[src/rtl/alu_pkg.sv]
// Shared ALU definitions: op-code encoding and the legal op range.
package alu_pkg;

    localparam int ALU_OP_W   = 4;
    localparam int ALU_OP_MAX = 9;

    typedef enum logic [ALU_OP_W-1:0] {
        ADD  = 4'd0,
        SUB  = 4'd1,
        SLL  = 4'd2,
        SLT  = 4'd3,
        SLTU = 4'd4,
        XOR  = 4'd5,
        SRL  = 4'd6,
        SRA  = 4'd7,
        OR   = 4'd8,
        AND  = 4'd9
    } alu_op_e;

    function automatic logic op_illegal(input logic [ALU_OP_W-1:0] op);
        return op > ALU_OP_W'(ALU_OP_MAX);
    endfunction

endpackage

[src/rtl/rr_arbiter.sv]
// Round-robin arbiter: searches upward from the pointer with wrap-around and
// moves the pointer one past the winner when the grant is actually taken.
module rr_arbiter #(
    parameter int N = 2,
    localparam int PW = (N > 1) ? $clog2(N) : 1
) (
    input  logic          i_clk,
    input  logic          i_rst_n,
    input  logic [N-1:0]  i_req,
    input  logic          i_advance,
    output logic [N-1:0]  o_grant,
    output logic [PW-1:0] o_ptr
);

    logic [PW-1:0] ptr_q, ptr_d;
    logic [PW-1:0] gidx;
    logic          found;
    int            idx;

    always_comb begin
        o_grant = '0;
        gidx    = ptr_q;
        found   = 1'b0;
        idx     = 0;
        for (int i = 0; i < N; i++) begin
            idx = int'(ptr_q) + i;
            if (idx >= N) idx = idx - N;
            if (!found && i_req[idx]) begin
                found        = 1'b1;
                o_grant[idx] = 1'b1;
                gidx         = PW'(idx);
            end
        end
    end

    always_comb begin
        ptr_d = ptr_q;
        if (i_advance) begin
            ptr_d = (gidx == PW'(N - 1)) ? '0 : gidx + PW'(1);
        end
    end

    always_ff @(posedge i_clk or negedge i_rst_n) begin
        if (!i_rst_n) ptr_q <= '0;
        else          ptr_q <= ptr_d;
    end

    assign o_ptr = ptr_q;

endmodule

[src/rtl/alu_arbiter.sv]
// Shares one combinational ALU between NUM_REQ requesters: issue register
// drives the ALU, response register returns result + owner ID.
// Optional illegal-op check enabled by defining ALU_ARB_OPCHK_EN.
module alu_arbiter
    import alu_pkg::*;
#(
    parameter int NUM_REQ = 2,
    parameter int ID_W    = (NUM_REQ > 1) ? $clog2(NUM_REQ) : 1,
    parameter int DATA_W  = 32
) (
    input  logic                        i_clk,
    input  logic                        i_rst_n,
    input  logic [NUM_REQ-1:0]          i_req_valid,
    output logic [NUM_REQ-1:0]          o_req_ready,
    input  logic [NUM_REQ*DATA_W-1:0]   i_req_op_a,
    input  logic [NUM_REQ*DATA_W-1:0]   i_req_op_b,
    input  logic [NUM_REQ*ALU_OP_W-1:0] i_req_alu_op,
    output logic [DATA_W-1:0]           o_alu_op_a,
    output logic [DATA_W-1:0]           o_alu_op_b,
    output logic [ALU_OP_W-1:0]         o_alu_op,
    input  logic [DATA_W-1:0]           i_alu_data,
    output logic                        o_rsp_valid,
    input  logic                        i_rsp_ready,
    output logic [DATA_W-1:0]           o_rsp_data,
    output logic [ID_W-1:0]             o_rsp_id,
    output logic                        o_rsp_err
);

    logic                iss_vld_q, iss_vld_d;
    logic [DATA_W-1:0]   iss_a_q, iss_a_d;
    logic [DATA_W-1:0]   iss_b_q, iss_b_d;
    logic [ALU_OP_W-1:0] iss_op_q, iss_op_d;
    logic [ID_W-1:0]     iss_id_q, iss_id_d;

    logic                rsp_vld_q, rsp_vld_d;
    logic [DATA_W-1:0]   rsp_data_q, rsp_data_d;
    logic [ID_W-1:0]     rsp_id_q, rsp_id_d;

    logic                rsp_en, iss_free, xfer;
    logic [NUM_REQ-1:0]  grant;
    logic [ID_W-1:0]     rr_ptr;
    logic                unused_rr_ptr;

    logic [DATA_W-1:0]   sel_a, sel_b;
    logic [ALU_OP_W-1:0] sel_op;
    logic [ID_W-1:0]     sel_id;
    logic [DATA_W-1:0]   res_data;

    assign rsp_en   = iss_vld_q & (~rsp_vld_q | i_rsp_ready);
    assign iss_free = ~iss_vld_q | rsp_en;

    rr_arbiter #(.N(NUM_REQ)) u_rr (
        .i_clk     (i_clk),
        .i_rst_n   (i_rst_n),
        .i_req     (i_req_valid),
        .i_advance (xfer),
        .o_grant   (grant),
        .o_ptr     (rr_ptr)
    );

    // The pointer lives inside the arbiter; the top only needs the grant.
    assign unused_rr_ptr = ^rr_ptr;

    assign o_req_ready = grant & {NUM_REQ{iss_free}};
    assign xfer        = |(i_req_valid & o_req_ready);

    always_comb begin
        sel_a  = '0;
        sel_b  = '0;
        sel_op = '0;
        sel_id = '0;
        for (int k = 0; k < NUM_REQ; k++) begin
            if (grant[k]) begin
                sel_a  = i_req_op_a[k*DATA_W +: DATA_W];
                sel_b  = i_req_op_b[k*DATA_W +: DATA_W];
                sel_op = i_req_alu_op[k*ALU_OP_W +: ALU_OP_W];
                sel_id = ID_W'(k);
            end
        end
    end

`ifdef ALU_ARB_OPCHK_EN
    logic rsp_err_q, rsp_err_d;
    logic iss_illegal;

    assign iss_illegal = op_illegal(iss_op_q);
    assign res_data    = iss_illegal ? '0 : i_alu_data;

    always_comb begin
        rsp_err_d = rsp_err_q;
        if (rsp_en) rsp_err_d = iss_illegal;
    end

    always_ff @(posedge i_clk or negedge i_rst_n) begin
        if (!i_rst_n) rsp_err_q <= 1'b0;
        else          rsp_err_q <= rsp_err_d;
    end

    assign o_rsp_err = rsp_err_q;
`else
    assign res_data  = i_alu_data;
    assign o_rsp_err = 1'b0;
`endif

    always_comb begin
        iss_vld_d = iss_vld_q;
        iss_a_d   = iss_a_q;
        iss_b_d   = iss_b_q;
        iss_op_d  = iss_op_q;
        iss_id_d  = iss_id_q;
        if (xfer) begin
            iss_vld_d = 1'b1;
            iss_a_d   = sel_a;
            iss_b_d   = sel_b;
            iss_op_d  = sel_op;
            iss_id_d  = sel_id;
        end else if (rsp_en) begin
            iss_vld_d = 1'b0;
        end
    end

    // Pop and push may coincide; the response stage refills from issue.
    always_comb begin
        rsp_vld_d  = rsp_vld_q;
        rsp_data_d = rsp_data_q;
        rsp_id_d   = rsp_id_q;
        if (rsp_en) begin
            rsp_vld_d  = 1'b1;
            rsp_data_d = res_data;
            rsp_id_d   = iss_id_q;
        end else if (i_rsp_ready) begin
            rsp_vld_d  = 1'b0;
        end
    end

    always_ff @(posedge i_clk or negedge i_rst_n) begin
        if (!i_rst_n) begin
            iss_vld_q  <= 1'b0;
            iss_a_q    <= '0;
            iss_b_q    <= '0;
            iss_op_q   <= '0;
            iss_id_q   <= '0;
            rsp_vld_q  <= 1'b0;
            rsp_data_q <= '0;
            rsp_id_q   <= '0;
        end else begin
            iss_vld_q  <= iss_vld_d;
            iss_a_q    <= iss_a_d;
            iss_b_q    <= iss_b_d;
            iss_op_q   <= iss_op_d;
            iss_id_q   <= iss_id_d;
            rsp_vld_q  <= rsp_vld_d;
            rsp_data_q <= rsp_data_d;
            rsp_id_q   <= rsp_id_d;
        end
    end

    assign o_alu_op_a  = iss_a_q;
    assign o_alu_op_b  = iss_b_q;
    assign o_alu_op    = iss_op_q;
    assign o_rsp_valid = rsp_vld_q;
    assign o_rsp_data  = rsp_data_q;
    assign o_rsp_id    = rsp_id_q;

endmodule

[config.mk]
export PLATFORM = sky130hd
export DESIGN_NAME = alu_arbiter
export DESIGN_NICKNAME = d
export VERILOG_FILES = /design/src/rtl/alu_pkg.sv /design/src/rtl/rr_arbiter.sv /design/src/rtl/alu_arbiter.sv
export SDC_FILE = /design/constraint.sdc
export NUM_CORES = 1
export LEC_CHECK = 0
export CELL_PAD_IN_SITES_DETAIL_PLACEMENT = 0
export CELL_PAD_IN_SITES_GLOBAL_PLACEMENT = 2
export CORE_ASPECT_RATIO = 2
export CORE_MARGIN = 2
export CORE_UTILIZATION = 24
export CTS_CLUSTER_SIZE = 40
export DETAILED_ROUTE_END_ITERATION = 8
export GPL_TIMING_DRIVEN = 0
export MAX_ROUTING_LAYER = met4
export PLACE_DENSITY = 0.92
export SYNTH_ARGS = -nofsm -noshare
export SYNTH_HDL_FRONTEND = slang
export SYNTH_HIERARCHICAL = 1
export SYNTH_SLANG_ARGS = --single-unit
[constraint.sdc]
create_clock -name i_clk -period 3.5 [get_ports i_clk]
set_input_delay 0.525 -clock i_clk [delete_from_list [all_inputs] [get_ports i_clk]]
set_output_delay 0.525 -clock i_clk [all_outputs]
set_load 0.05 [all_outputs]
After elaboration in Yosys (flattened, before gate mapping)
Cells that the tools add are included.
- register bits: 105
- bits of input ports: 173
- output and inout port bits: 105
- logic and storage cells: 63
- add/subtract/negate cells: 4
- magnitude comparators: 6
- multiplexer cells: 29
- bitwise operators: 8
- reductions and logical operators: 7
- operator list (operator ; count):
    two-way mux 32 bit ; 6
    >= comparator 32 x 1 -> 1 bit (second input constant) ; 2
    < comparator 32 x 3 -> 1 bit (second input constant) ; 2
    >= comparator 32 x 3 -> 1 bit (second input constant) ; 1
    subtractor 32 x 3 -> 32 bit (second input constant) ; 1
    two-way mux 1 bit ; 17
    two-way mux 4 bit ; 2
    bitwise AND 2 bit ; 2
    two-way mux 2 bit ; 2
    nonzero test 2 bit ; 2
    logical AND 1 bit ; 3
    subtractor 1 x 2 -> 3 bit (second input constant) ; 1
    adder 1 x 1 -> 2 bit (second input constant) ; 1
    demux 1 bit (select 1 bit) ; 2
    >= comparator 1 x 2 -> 1 bit (second input constant) ; 1
    NOT 1 bit ; 2
    bitwise OR 1 bit ; 2
    bitwise OR 2 bit ; 1
    OR reduction 2 bit ; 1
    adder 1 bit (second input constant) ; 1
    bitwise AND 1 bit ; 1
    zero test 1 bit ; 1

Longest topological paths before layout
Gate-level depths: netlist of run 1.
- depth after elaboration: 13
- mapped depth: 8
- mapped depth without buffers: 6

Modules after synthesis
The synthesis of run 1 kept the hierarchy.
- by module, submodules not included (module ; instances ; cells each ; area each (µm²) ; sequential area each (µm²)):
    alu_arbiter ; 1 ; 316 ; 4575.6 ; 2602.5
    rr_arbiter ; 1 ; 8 ; 70.1 ; 25.0

Worst setup path after synthesis of run 1
No wires, ideal clock.
- path type: input port to output port
- start point: input i_req_valid[1]
- end point: output o_req_ready[1]
- data arrival time: 1.627 ns
- required time: 2.975 ns
- path slack: 1.348 ns
- stages on the path: 5
- buffers on the path: 2
- cells stage by stage: inv_1 a21oi_1 buf_2 clkbuf_1 and2_1
- longest elaborated chain between the ends: 8
- elaborated cells between the ends (all ways): 13
- classes of those cells: mux (9); bitwise (2); reduce/logical (2)
- ends and longest elaborated chain (item ; line ; text):
    start: declaration ; alu_arbiter.sv:13 ; input logic [NUM_REQ-1:0] i_req_valid,
    two-way mux 1 bit (implied by the code) (3 in a row) ; rr_arbiter.sv:28 ; if (!found && i_req[idx]) begin
    two-way mux 1 bit ; rr_arbiter.sv:28 ;
    zero test 1 bit ; rr_arbiter.sv:28 ;
    logical AND 1 bit ; rr_arbiter.sv:28 ;
    two-way mux 2 bit (*) ; rr_arbiter.sv:28 ;
    via grant[1] ; alu_arbiter.sv:40 ; logic [NUM_REQ-1:0] grant;
    bitwise AND 2 bit (*) ; alu_arbiter.sv:64 ; assign o_req_ready = grant & {NUM_REQ{iss_free}};
    end: declaration ; alu_arbiter.sv:14 ; output logic [NUM_REQ-1:0] o_req_ready,
Mark *: on every way through the listed nets, which the timed path passes. The rest lies on a longest branch. The select of a mux whose other input is x is not followed.

Worst setup path in the final report of run 1
Ends and elaborated chain as after synthesis.

==> results of run 1 <==
[critical path, delay by kind of cell]
family | cells | cell delay [ns]
buffers and inverters | 4 | 1.86
and+or+nand+nor | 1 | 0.20
AOI/OAI and AO/OA | 1 | 0.16
[cell families after synthesis]
| family | count (synthesis) |
|---|---|
| flip-flops | 105 |
| multiplexers | 102 |
| AO/OA/AOI/OAI | 75 |
| buffers and inverters | 29 |
| AND/OR/NAND/NOR | 12 |
| other | 1 |
[flip-flops by register name (all words and copies together), names as in the netlist]
| signal | count |
|---|---|
| o_alu_op_a | 32 |
| o_alu_op_b | 32 |
| o_rsp_data | 32 |
| o_alu_op | 4 |
| iss_id_q | 1 |
| iss_vld_q | 1 |
| o_rsp_id | 1 |
| o_rsp_valid | 1 |
| u_rr/o_ptr | 1 |
[where the power goes]
group	internal (W)	switching, W
Clock	0.000630	0.000456
Sequential	0.00174	0.000284
Combinational	0.00161	0.00261
[final timing paths]
| path | start | to | slack (ns) | cells past startpoint |
|---|---|---|---|---|
| setup / recovery | i_req_valid[1] | o_req_ready[1] | 0.22 | 6 |
| hold / removal | i_rst_n | o_alu_op_a[13]$_DFFE_PN0P_ | 0.18 | 1 |
| setup reg to reg | u_rr/o_ptr$_DFFE_PN0P_ | o_alu_op_a[28]$_DFFE_PN0P_ | 1.11 | 7 |
| hold reg to reg | o_rsp_data[9]$_DFFE_PN0P_ | o_rsp_data[9]$_DFFE_PN0P_ | 0.51 | 1 |
| max in group asynchronous | i_rst_n | o_alu_op_a[21]$_DFFE_PN0P_ | 2.60 | 2 |
| min in group i_clk | o_rsp_data[9]$_DFFE_PN0P_ | o_rsp_data[9]$_DFFE_PN0P_ | 0.51 | 1 |
[placed cells by master, fill, tap and decap left out]
cell / n
o21ai_0: 2
mux2_2: 102
buf_4: 8
nor2b_1: 1
diode_2: 3
clkinv_2: 1
nand2_1: 6
clkinv_4: 1
dfrtp_1: 105
nand2b_1: 2
a22oi_2: 1
nand3_1: 1
bufinv_16: 2
and2_1: 2
buf_2: 10
clkbuf_16: 9
a21boi_1: 2
a21oi_1: 1
o21ai_1: 1
inv_1: 3
a31oi_4: 1
clkinvlp_4: 1
a22o_1: 66
inv_6: 1
o211ai_2: 1
conb_1: 1
clkbuf_1: 9
buf_16: 1
clkdlybuf4s50_1: 275
[layout make-up]
class	count	share of cell area (%)
timing repair buffer	277	34.5
clock inverter	6	1.11
inverter	3	0.139
tap	259	4.01
antenna	3	0.0929
sequential	105	32.5
clock buffer	10	2.83
buffer	25	1.64
multi-input combinational	190	23.1
[per-layer routing]
layer  global-route usage (%)  vias up  share of wire [%]
met5                        -        -                  0
met4                     6.86        0                3.5
met1                     15.2     1922                 35
met3                     3.97       32                6.3
li1                         -     1783                  -
met2                     29.2      187                 55
[stage by stage]
stage	total power, W	setup slack, ns
after floorplan	0.00468	1.35
after global placement	0.00622	-2.11
after detailed placement	0.00631	-0.168
after CTS	0.00744	0.0793
after global routing	0.00767	0.0583
final	0.00733	0.224
==> results summary, run 1 <==
Among the stages of the critical path, the cell type that occurs most often is clkdlybuf4s50_1. The cell type with the highest aggregate area in the netlist is dfrtp_1. The quantity of gates resized following cts came out at 0.

The maximum vdd drop came out at 0.484 mV. The share of the yosys chip area belonging to registers came out at 56.6%. By area the synthesized netlist is led by dfrtp_1, mux2_2, a22o_1. The cell area after placement is 7760 um^2. The starting density of the core is 24.2%. After synthesis, the share of flip-flops with an asynchronous set or reset is 100%.

Registers take 2630 um^2. The number of pins exceeding their max-slew limit in the final report came out at 0. The synthesized netlist devotes 1.27% of its cell area to simple gates. The worst-case hold slack is 0.178 ns.

The clock period could shrink to 3.28 ns. The maximum fanout encountered on the critical timing path is 19. The global-route wire length before repair came out at 24000 um. The worst-case clock skew came out at 0.00719 ns. The post-detailed-route count of antenna-violating nets is 0.

The worst-skew pair later-pin latency is 0.34 ns. Walking the worst path, the cells encountered are clkdlybuf4s50_1, inv_1, a21oi_1, buf_2, and2_1, clkdlybuf4s50_1. The ratio of final minimum period to clock period is 93.6%. The count of maximum capacitance violations came out at 0. The floorplan step defined a core boundary enclosing 19200 um^2. After routing, the total negative slack on setup checks comes to 0 ns. At the worst endpoint, the required time is 2.97 ns. The quantity of I/O buffers inserted on ports is 276.

The share of post-route cells with drive strength above 1 is 22.6%. Yosys instantiated no cell more often than dfrtp_1. The number of flops mapped to enable cells by yosys came out at 0. The die height came out at 201 um. The analysis attributes to cell leakage a power of 3.38 nW.

The number of I/O pins came out at 278. The initial antenna violation count is 3. The tree built by TritonCTS fans out to 105 sinks.

The pin count of the biggest net entering global routing came out at 66. The final hold violation count came out at 0. The average instance in the mapped netlist occupies 14.3 um^2. The highest clock frequency the design can meet came out at 305 MHz. The root buffer cell is clkbuf_16. The floorplan step defined a die boundary enclosing 20600 um^2. The synthesized net count came out at 497. After clock tree synthesis, the clock-pin slew on the worst setup and hold paths is 0.07 ns.

STA classifies the critical path endpoint as a primary output. The worst setup path is of the input port to primary output kind. The synthesized-area fraction occupied by xor and xnor cells is 0%. The area growth from synthesis to layout is 73.9%. The all-layer global routing usage is 15.9%. The first-iteration detailed-routing DRC count is 80. The mux share of post-synthesis cell area came out at 24.7%. The number of endpoints failing setup at the final stage came out at 0.

The cell area power density is 907 nW/um^2. The row count came out at 72. Setup repair after global routing left no endpoint under its margin.

The synthesized netlist devotes 14.2% of its cell area to compound gates. The total setup buffers inserted after CTS came out at 0. The number of clock buffers added by TritonCTS is 9. The final cell area excluding filler cells came out at 8080 um^2. The floorplan step set the die width to 102 um. The transition time of the tightest slew-check pin came out at 0.571 ns. After detailed placement, the design holds a cell count of 860.

The area taken by multi-input logic gates came out at 1870 um^2. The sum of net half-perimeters after detailed placement is 12800 um. The DRC violations left came out at 0. For this run, the number of Yosys warnings is 6.

The number of global-route vias before repair came out at 4550. The worst stage delay on the critical path came out at 0.80 ns. The average routed wire per standard cell is 18.2 um. The total via count in the routed design came out at 3924. At the end of the flow, the number of nets in the layout was 784. Summing the areas of all fa, ha and maj instances in the mapped netlist gives 0% of the synthesized area. The worst min-delay path class is input port to asynchronous set/reset pin. In this run the cell area of the synthesized design comes to 4650 um^2.

The number of cells produced by synthesis came out at 324. For this block, the routed nets add up to 15900 um of wire. The cell type of the slowest stage on the worst timing path is clkdlybuf4s50_1.

The count of cells in the finished layout, fillers not included, comes to 878. For this run, the leading register cell type out of synthesis is dfrtp_1. The worst pin sits at a relative slew slack of 61.9%.

The final weighted congestion of routability-driven global placement came out at 0.765. The synthesized flop and latch total came out at 105. The share of the core filled with cells is 42.1%. STA puts the critical path data arrival time at 2.75 ns. The first-pass detailed-route iteration total came out at 4. The flow ran to the end, and the final reports show no timing, DRC or antenna violations. TritonCTS built the clock tree. After synthesis, the largest family of logic cells by area is multiplexers. Counting the fill cells in the layout gives 1853.

The worst setup path is launched from an input port. Yosys mapped the design onto 21 distinct sky130hd cell types. The clock tree buffer depth came out at 2. The top cell type by area accounts for 56.6% of the synthesized area. After detailed routing, the number of vias per cell comes to 4.47.

The count of hold-fix buffers inserted at cts came out at 0. By count the netlist is led by dfrtp_1, mux2_2, a22o_1. The deepest level of the CTS H-tree came out at 3. The total overflow left after global routing is 0.
(Power assumes the default switching activity.)
==> run 2, diff against run 1 <==
--- a/config.mk
+++ b/config.mk
@@ -12,9 +12,11 @@
 export CORE_UTILIZATION = 24
 export CTS_CLUSTER_SIZE = 40
 export DETAILED_ROUTE_END_ITERATION = 8
+export GPL_ROUTABILITY_DRIVEN = 0
 export GPL_TIMING_DRIVEN = 0
 export MAX_ROUTING_LAYER = met4
 export PLACE_DENSITY = 0.92
+export RECOVER_POWER = 100
 export SYNTH_ARGS = -nofsm -noshare
 export SYNTH_HDL_FRONTEND = slang
 export SYNTH_HIERARCHICAL = 1
==> results summary, run 2 (synthesis gave the netlist of run 1 again) <==
The flow ran to the end, but the final reports show violations. The checks that failed: max-capacitance violations, max-slew violations. In the final layout, the share of cells above drive strength 1 is 21.8%.

The analysis attributes to net switching a power of 0.00333 W. The area growth from synthesis to layout came out at 72.7%. The number of pins exceeding their max-slew limit in the final report came out at 42. The maximum fanout encountered on the critical timing path is 19. In the final design database the tool counted 784 nets. The analysis attributes to cell leakage a power of 3.48 nW.

For the worst flop-to-flop path, the logic depth is 7. Fill cells in the final layout number 1858. The data required time of the critical path is 2.97 ns. The library cell used most frequently in the layout, excluding fill and tap cells, is clkdlybuf4s50_1. Timing would allow up to 309 MHz. The worst hold path stage count is 1. The deepest level of the CTS H-tree came out at 3. The clock transition time at the flip-flop clock pins of the worst setup and hold paths is 0.07 ns. The internal power of the cells totals 0.00377 W. CTS saw 105 sinks. The placeable core region is 19200 um^2. The total via count in the routed design came out at 3924. The sum of net half-perimeters after detailed placement is 12800 um. The die area is 20600 um^2. The count of buffering cells on the critical path with inverters included came out at 4.

The worst-case hold slack came out at 0.501 ns. The number of cells on the critical path came out at 6. Setup repair after global routing left no endpoint under its margin. The clock tree buffer depth is 2. The clock period could shrink to 3.23 ns. In the routed layout, each cell is associated on average with a via count of 4.47. The worst stage delay on the critical path came out at 0.80 ns. The final hold violation count was 0.

The setup TNS after final layout is 0 ns. The all-layer global routing usage is 15.9%. The global-route wire length before repair is 24000 um. The average routed wire per standard cell came out at 18.1 um.

The horizontal extent of the die is 102 um. The initial antenna violation count came to 3. The transition time of the tightest slew-check pin is 2.22 ns. The total setup buffers inserted after CTS is 0. Among cell families on the critical path, the largest total delay comes from buffers and inverters. For this block, the routed nets add up to 15900 um of wire. The floorplan step set the die height to 201 um. TritonCTS built the clock tree. The detailed router finished its first iteration with 79 violations. The count of maximum capacitance violations is 1. IR analysis of the VDD net gives a maximum drop of 0.463 mV. Setup violations remaining at the end of the flow were counted as 0.

The worst setup path is captured at a primary output. The leftover overflow at the end of global routing came out at 0. The worst-case setup slack after placement came out at -0.168 ns. Power spread over the standard cell area amounts to 884 nW/um^2. The worst setup path is launched from an input port.

In this run switching power makes up 46.9% of total power. The post-detailed-route count of antenna-violating nets came out at 0. The worst min-delay path class is register to register. Measured against its own limit, the worst slew margin works out to -47.8%. Entering global routing, the biggest net connects 66 pins. The CTS buffer count is 9.

The most repeated library cell on the critical path is clkdlybuf4s50_1. The clock network fraction of total power is 15.3%. The DRC violations left came out at 0. At the later pin of the worst-skew pair, clock insertion delay measures 0.34 ns.

The clock arrives with 0.00783 ns of skew. The total power of the final layout is 0.00710 W. The signal arrival time at the worst endpoint came out at 2.71 ns. Among all stages on the critical path, the largest delay is contributed by clkdlybuf4s50_1. The type of the setup path with the least slack is input port to primary output. Traced cell by cell, the critical path runs through clkdlybuf4s50_1, inv_1, a21oi_1, buf_2, and2_1, clkdlybuf4s50_1. The sequential fraction of design power is 28.1%. The count of buffers added on input and output ports is 276. Combinational logic is responsible for 56.6% of the overall power.

The number of global-route vias before repair is 4550. The starting density of the core is 24.2%. The setup slack after layout came out at 0.266 ns. The library cells used most frequently in the layout, excluding fill and tap cells, are clkdlybuf4s50_1, dfrtp_1, dlygate4sd3_1, mux2_2, a22o_1. The number of I/O pins came out at 278. The row count is 72. The first detailed-routing pass ran for 4 iterations. Dividing the final minimum period by the clock period gives 92.4%. The cell sitting at the root of the clock tree is a clkbuf_16.
[run 2: cell count changes in the layout (fill, tap and decap cells not counted), moves of 4 or more]
cell,before,now
clkbuf_2,0,7
clkdlybuf4s50_1,275,171
dlygate4sd3_1,0,104
clkbuf_1,9,13
buf_4,8,1
buf_2,10,6
[run 2: power by group through the flow]
stage / clock [W] / combinational [W] / sequential [W]
3_5_place_dp: 0 / 0.00426 / 0.00205
3_3_place_gp: 0 / 0.00421 / 0.00201
5_1_grt: 0.00119 / 0.00418 / 0.00207
4_1_cts: 0.00114 / 0.00427 / 0.00203
6_report: 0.00109 / 0.00401 / 0.00199
2_1_floorplan: 0 / 0.000856 / 0.00383
[run 2: area by class of cell]
| class | count | area (um^2) | area share [%] |
|---|---|---|---|
| Timing Repair Buffer | 277 | 2760 | 34.4 |
| Sequential cell | 105 | 2630 | 32.7 |
| Inverter | 3 | 11.3 | 0.140 |
| Tap cell | 259 | 324 | 4.04 |
| Clock inverter | 6 | 90.1 | 1.12 |
| Multi-Input combinational cell | 190 | 1860 | 23.1 |
| Buffer | 25 | 114 | 1.42 |
| Clock buffer | 10 | 229 | 2.85 |
| Antenna cell | 3 | 7.51 | 0.0936 |
[run 2: path summary, 6_finish.rpt]
kind / start / to / slack [ns]
setup / recovery: i_req_valid[1] / o_req_ready[1] / 0.27
hold / removal: o_alu_op_a[27]$_DFFE_PN0P_ / o_alu_op_a[27]$_DFFE_PN0P_ / 0.50
setup reg to reg: u_rr/o_ptr$_DFFE_PN0P_ / o_alu_op_a[19]$_DFFE_PN0P_ / 0.84
hold reg to reg: o_alu_op_a[27]$_DFFE_PN0P_ / o_alu_op_a[27]$_DFFE_PN0P_ / 0.50
max in group asynchronous: i_rst_n / o_alu_op_a[29]$_DFFE_PN0P_ / 0.66
min in group asynchronous: i_rst_n / o_alu_op_a[4]$_DFFE_PN0P_ / 0.84
[run 2: stage by stage]
| stage | cell area (um^2) | cells | utilization [%] |
|---|---|---|---|
| final | 8020 | 878 | 41.8 |
| after global routing | 8020 | 878 | 41.8 |
| after CTS | 8070 | 875 | 42.1 |
| after detailed placement | 7760 | 860 | 40.4 |
| after global placement | 7730 | 859 | 40.3 |
| after floorplan | 4650 | 324 | - |
[run 2: repair_timing]
item                                    CTS  global route
gates resized for setup                   0             1
endpoints found under the setup margin    1             1
hold buffers                              0             0
gates cloned                              0             0
endpoints found under the hold margin     0             0
[run 2: metal layers]
layer  GRT usage, %  wire, um  vias up
met1           15.2      5490     1920
met3           3.97      1010       32
met4           6.86       554        0
met2           29.2      8840      189
li1               -         -     1783
met5              -         0        -
==> run 3, diff against run 2 <==
--- a/config.mk
+++ b/config.mk
@@ -14,7 +14,6 @@
 export DETAILED_ROUTE_END_ITERATION = 8
 export GPL_ROUTABILITY_DRIVEN = 0
 export GPL_TIMING_DRIVEN = 0
-export MAX_ROUTING_LAYER = met4
 export PLACE_DENSITY = 0.92
 export RECOVER_POWER = 100
 export SYNTH_ARGS = -nofsm -noshare
==> results summary, run 3 (synthesis gave the netlist of run 1 again) <==
The run finished, with violations left. The checks that failed: max-capacitance violations, max-slew violations. The worst-case hold path end point is o_rsp_data[9]$_DFFE_PN0P_.

In the layout the commonest cells are clkdlybuf4s50_1, dfrtp_1, dlygate4sd3_1, mux2_2, a22o_1. The die height came out at 201 um. The tree built by TritonCTS fans out to 105 sinks. The clock tree buffer depth is 2. The worst-skew pair later-pin latency came out at 0.34 ns. The die area is 20600 um^2. The CTS buffer count is 9. The worst stage delay on the critical path came out at 0.80 ns. The horizontal extent of the die came out at 102 um. The first-pass detailed-route iteration total came out at 4.

The initial antenna violation count is 3. After global routing the overflow that remains totals 0. The register-to-register setup slack is 0.84 ns. The placeable core region is 19200 um^2.

The worst min-delay path class is register to register. 278 I/O pins were placed. Counting tap cells, the placed design contains a total of 860 instances. The starting density of the core came out at 24.2%. The number of endpoints failing setup at the final stage came out at 0. The number of antenna diodes in the final layout is 0. The number of global-route vias before repair is 4544. Measured in cells, the most critical reg-to-reg path has a length of 7.

The critical path is of the input port to primary output type. The setup TNS after final layout came out at 0 ns. The count of maximum capacitance violations came out at 1. In the global route stage, overall resource usage came out at 15.4%.

The worst pin sits at a relative slew slack of -46.9%. The final hold violation count is 0. The total power of the final layout came out at 0.00709 W. The root buffer cell is clkbuf_16. The count of buffering cells on the critical path with inverters included came out at 4. The worst-case clock skew came out at 0.00732 ns. The count of cells in the finished layout, fillers not included, comes to 875.

The routed wire length came out at 15900 um. The transition time of the tightest slew-check pin came out at 2.20 ns. The minimum clock period after layout came out at 3.23 ns.

For this design, the slowest cell found on the critical path is clkdlybuf4s50_1. The clock transition time at the flip-flop clock pins of the worst setup and hold paths is 0.07 ns. The cell area after placement came out at 7760 um^2.

In this run the critical register-to-register path is captured at o_alu_op_a[19]$_DFFE_PN0P_. The worst hold path begins at o_rsp_data[9]$_DFFE_PN0P_. After floorplanning, the core was divided into 72 placement rows. VDD sags by at most 0.462 mV. The signal arrival time at the worst endpoint is 2.71 ns. The worst hold path stage count came out at 1. In the final routed layout, each cell accounts on average for 18.2 um.

Broken down by cell family, the worst path's largest delay share belongs to buffers and inverters. The ratio of final minimum period to clock period is 92.4%. The deepest level of the CTS H-tree came out at 3. The share of post-route cells with drive strength above 1 came out at 21.8%.

The first-iteration detailed-routing DRC count came out at 59. The signal on the critical path passes through clkdlybuf4s50_1, inv_1, a21oi_1, buf_2, and2_1, clkdlybuf4s50_1. Setup repair after global routing left no endpoint under its margin. The worst setup path is captured at a primary output. The DRC violations left is 0. Static timing analysis puts the maximum clock frequency at 309 MHz.

The leakage power came out at 3.48 nW. The startpoint type of the worst setup path is an input port. The post-layout net count is 784. The total setup buffers inserted after CTS came out at 0.

The startpoint identified for the worst register-to-register timing path is u_rr/o_ptr$_DFFE_PN0P_. The data required time of the critical path came out at 2.97 ns. The sum of net half-perimeters after detailed placement is 12800 um.

The maximum fanout encountered on the critical timing path came out at 19. The post-detailed-route count of antenna-violating nets is 0. The share of the core filled with cells came out at 41.8%.

The number of pins exceeding their max-slew limit in the final report came to 42. Dividing the detail-routed via count by the number of cells gives 4.48. In this run the power density over the cells is 884 nW/um^2.

The finished cells cover 8020 um^2. The global-route wire length before repair came out at 24000 um. The total via count in the routed design is 3919. The clock tree from TritonCTS is done. The commonest non-fill, non-tap cell in the layout is clkdlybuf4s50_1. Buffers placed on the I/O ports in this run total 276.

Counting stages on the worst path, the most repeated cell is clkdlybuf4s50_1. The pin count of the biggest net entering global routing came out at 66. The area growth from synthesis to layout came out at 72.6%.
==> run 3: cell types whose count changed in the layout (fill, tap and decap cells not counted), sizes merged <==
cell and change:
diode -3
==> run 3: per-layer routing <==
metal	GRT usage, %	wire, um	part of all wire, %
met5	0	34	0.21
met4	6.86	563	3.5
met3	4.81	1150	7.2
met2	29.2	8840	56
met1	14.5	5300	33
==> run 3: worst max-delay path by stage <==
| stage | start | end | slack, ns | cells past startpoint |
|---|---|---|---|---|
| 2_1_floorplan | i_req_valid[1] | o_req_ready[1] | 1.35 | 5 |
| 3_3_place_gp | i_rst_n | o_alu_op_b[3]$_DFFE_PN0P_ | -2.11 | 1 |
| 3_5_place_dp | i_req_valid[1] | o_req_ready[1] | -0.17 | 7 |
| 4_1_cts | i_req_valid[0] | o_req_ready[0] | 0.08 | 4 |
| 5_1_grt | i_rst_n | o_alu_op_b[8]$_DFFE_PN0P_ | 0.05 | 2 |
| 6_report | i_req_valid[1] | o_req_ready[1] | 0.27 | 6 |
==> run 3: metrics by stage <==
| step | hold slack [ns] | worst slack, ns |
|---|---|---|
| floorplan | 0.229 | 1.35 |
| global placement | 0.489 | -2.11 |
| global route | 0.516 | 0.0463 |
| detailed placement | 0.493 | -0.168 |
| CTS | 0.182 | 0.0793 |
| finish | 0.497 | 0.266 |
==> run 3: timing repair <==
item                       4_1_cts  5_1_grt
hold buffers                     0        0
setup endpoints to repair        1        1
gates resized for setup          0        1
==> run 3: layout make-up <==
type / instances / area [um^2]
buffer: 25 / 114
multi-input combinational: 190 / 1860
clock buffer: 10 / 229
timing repair buffer: 277 / 2760
fill: 1855 / 11200
tap: 259 / 324
sequential: 105 / 2630
clock inverter: 6 / 90.1
inverter: 3 / 11.3
==> run 3: power breakdown <==
group / internal [W] / total, W / switching (W)
clock network: 0.000630 / 0.00108 / 0.000455
registers: 0.00174 / 0.00199 / 0.000256
logic: 0.00140 / 0.00401 / 0.00261
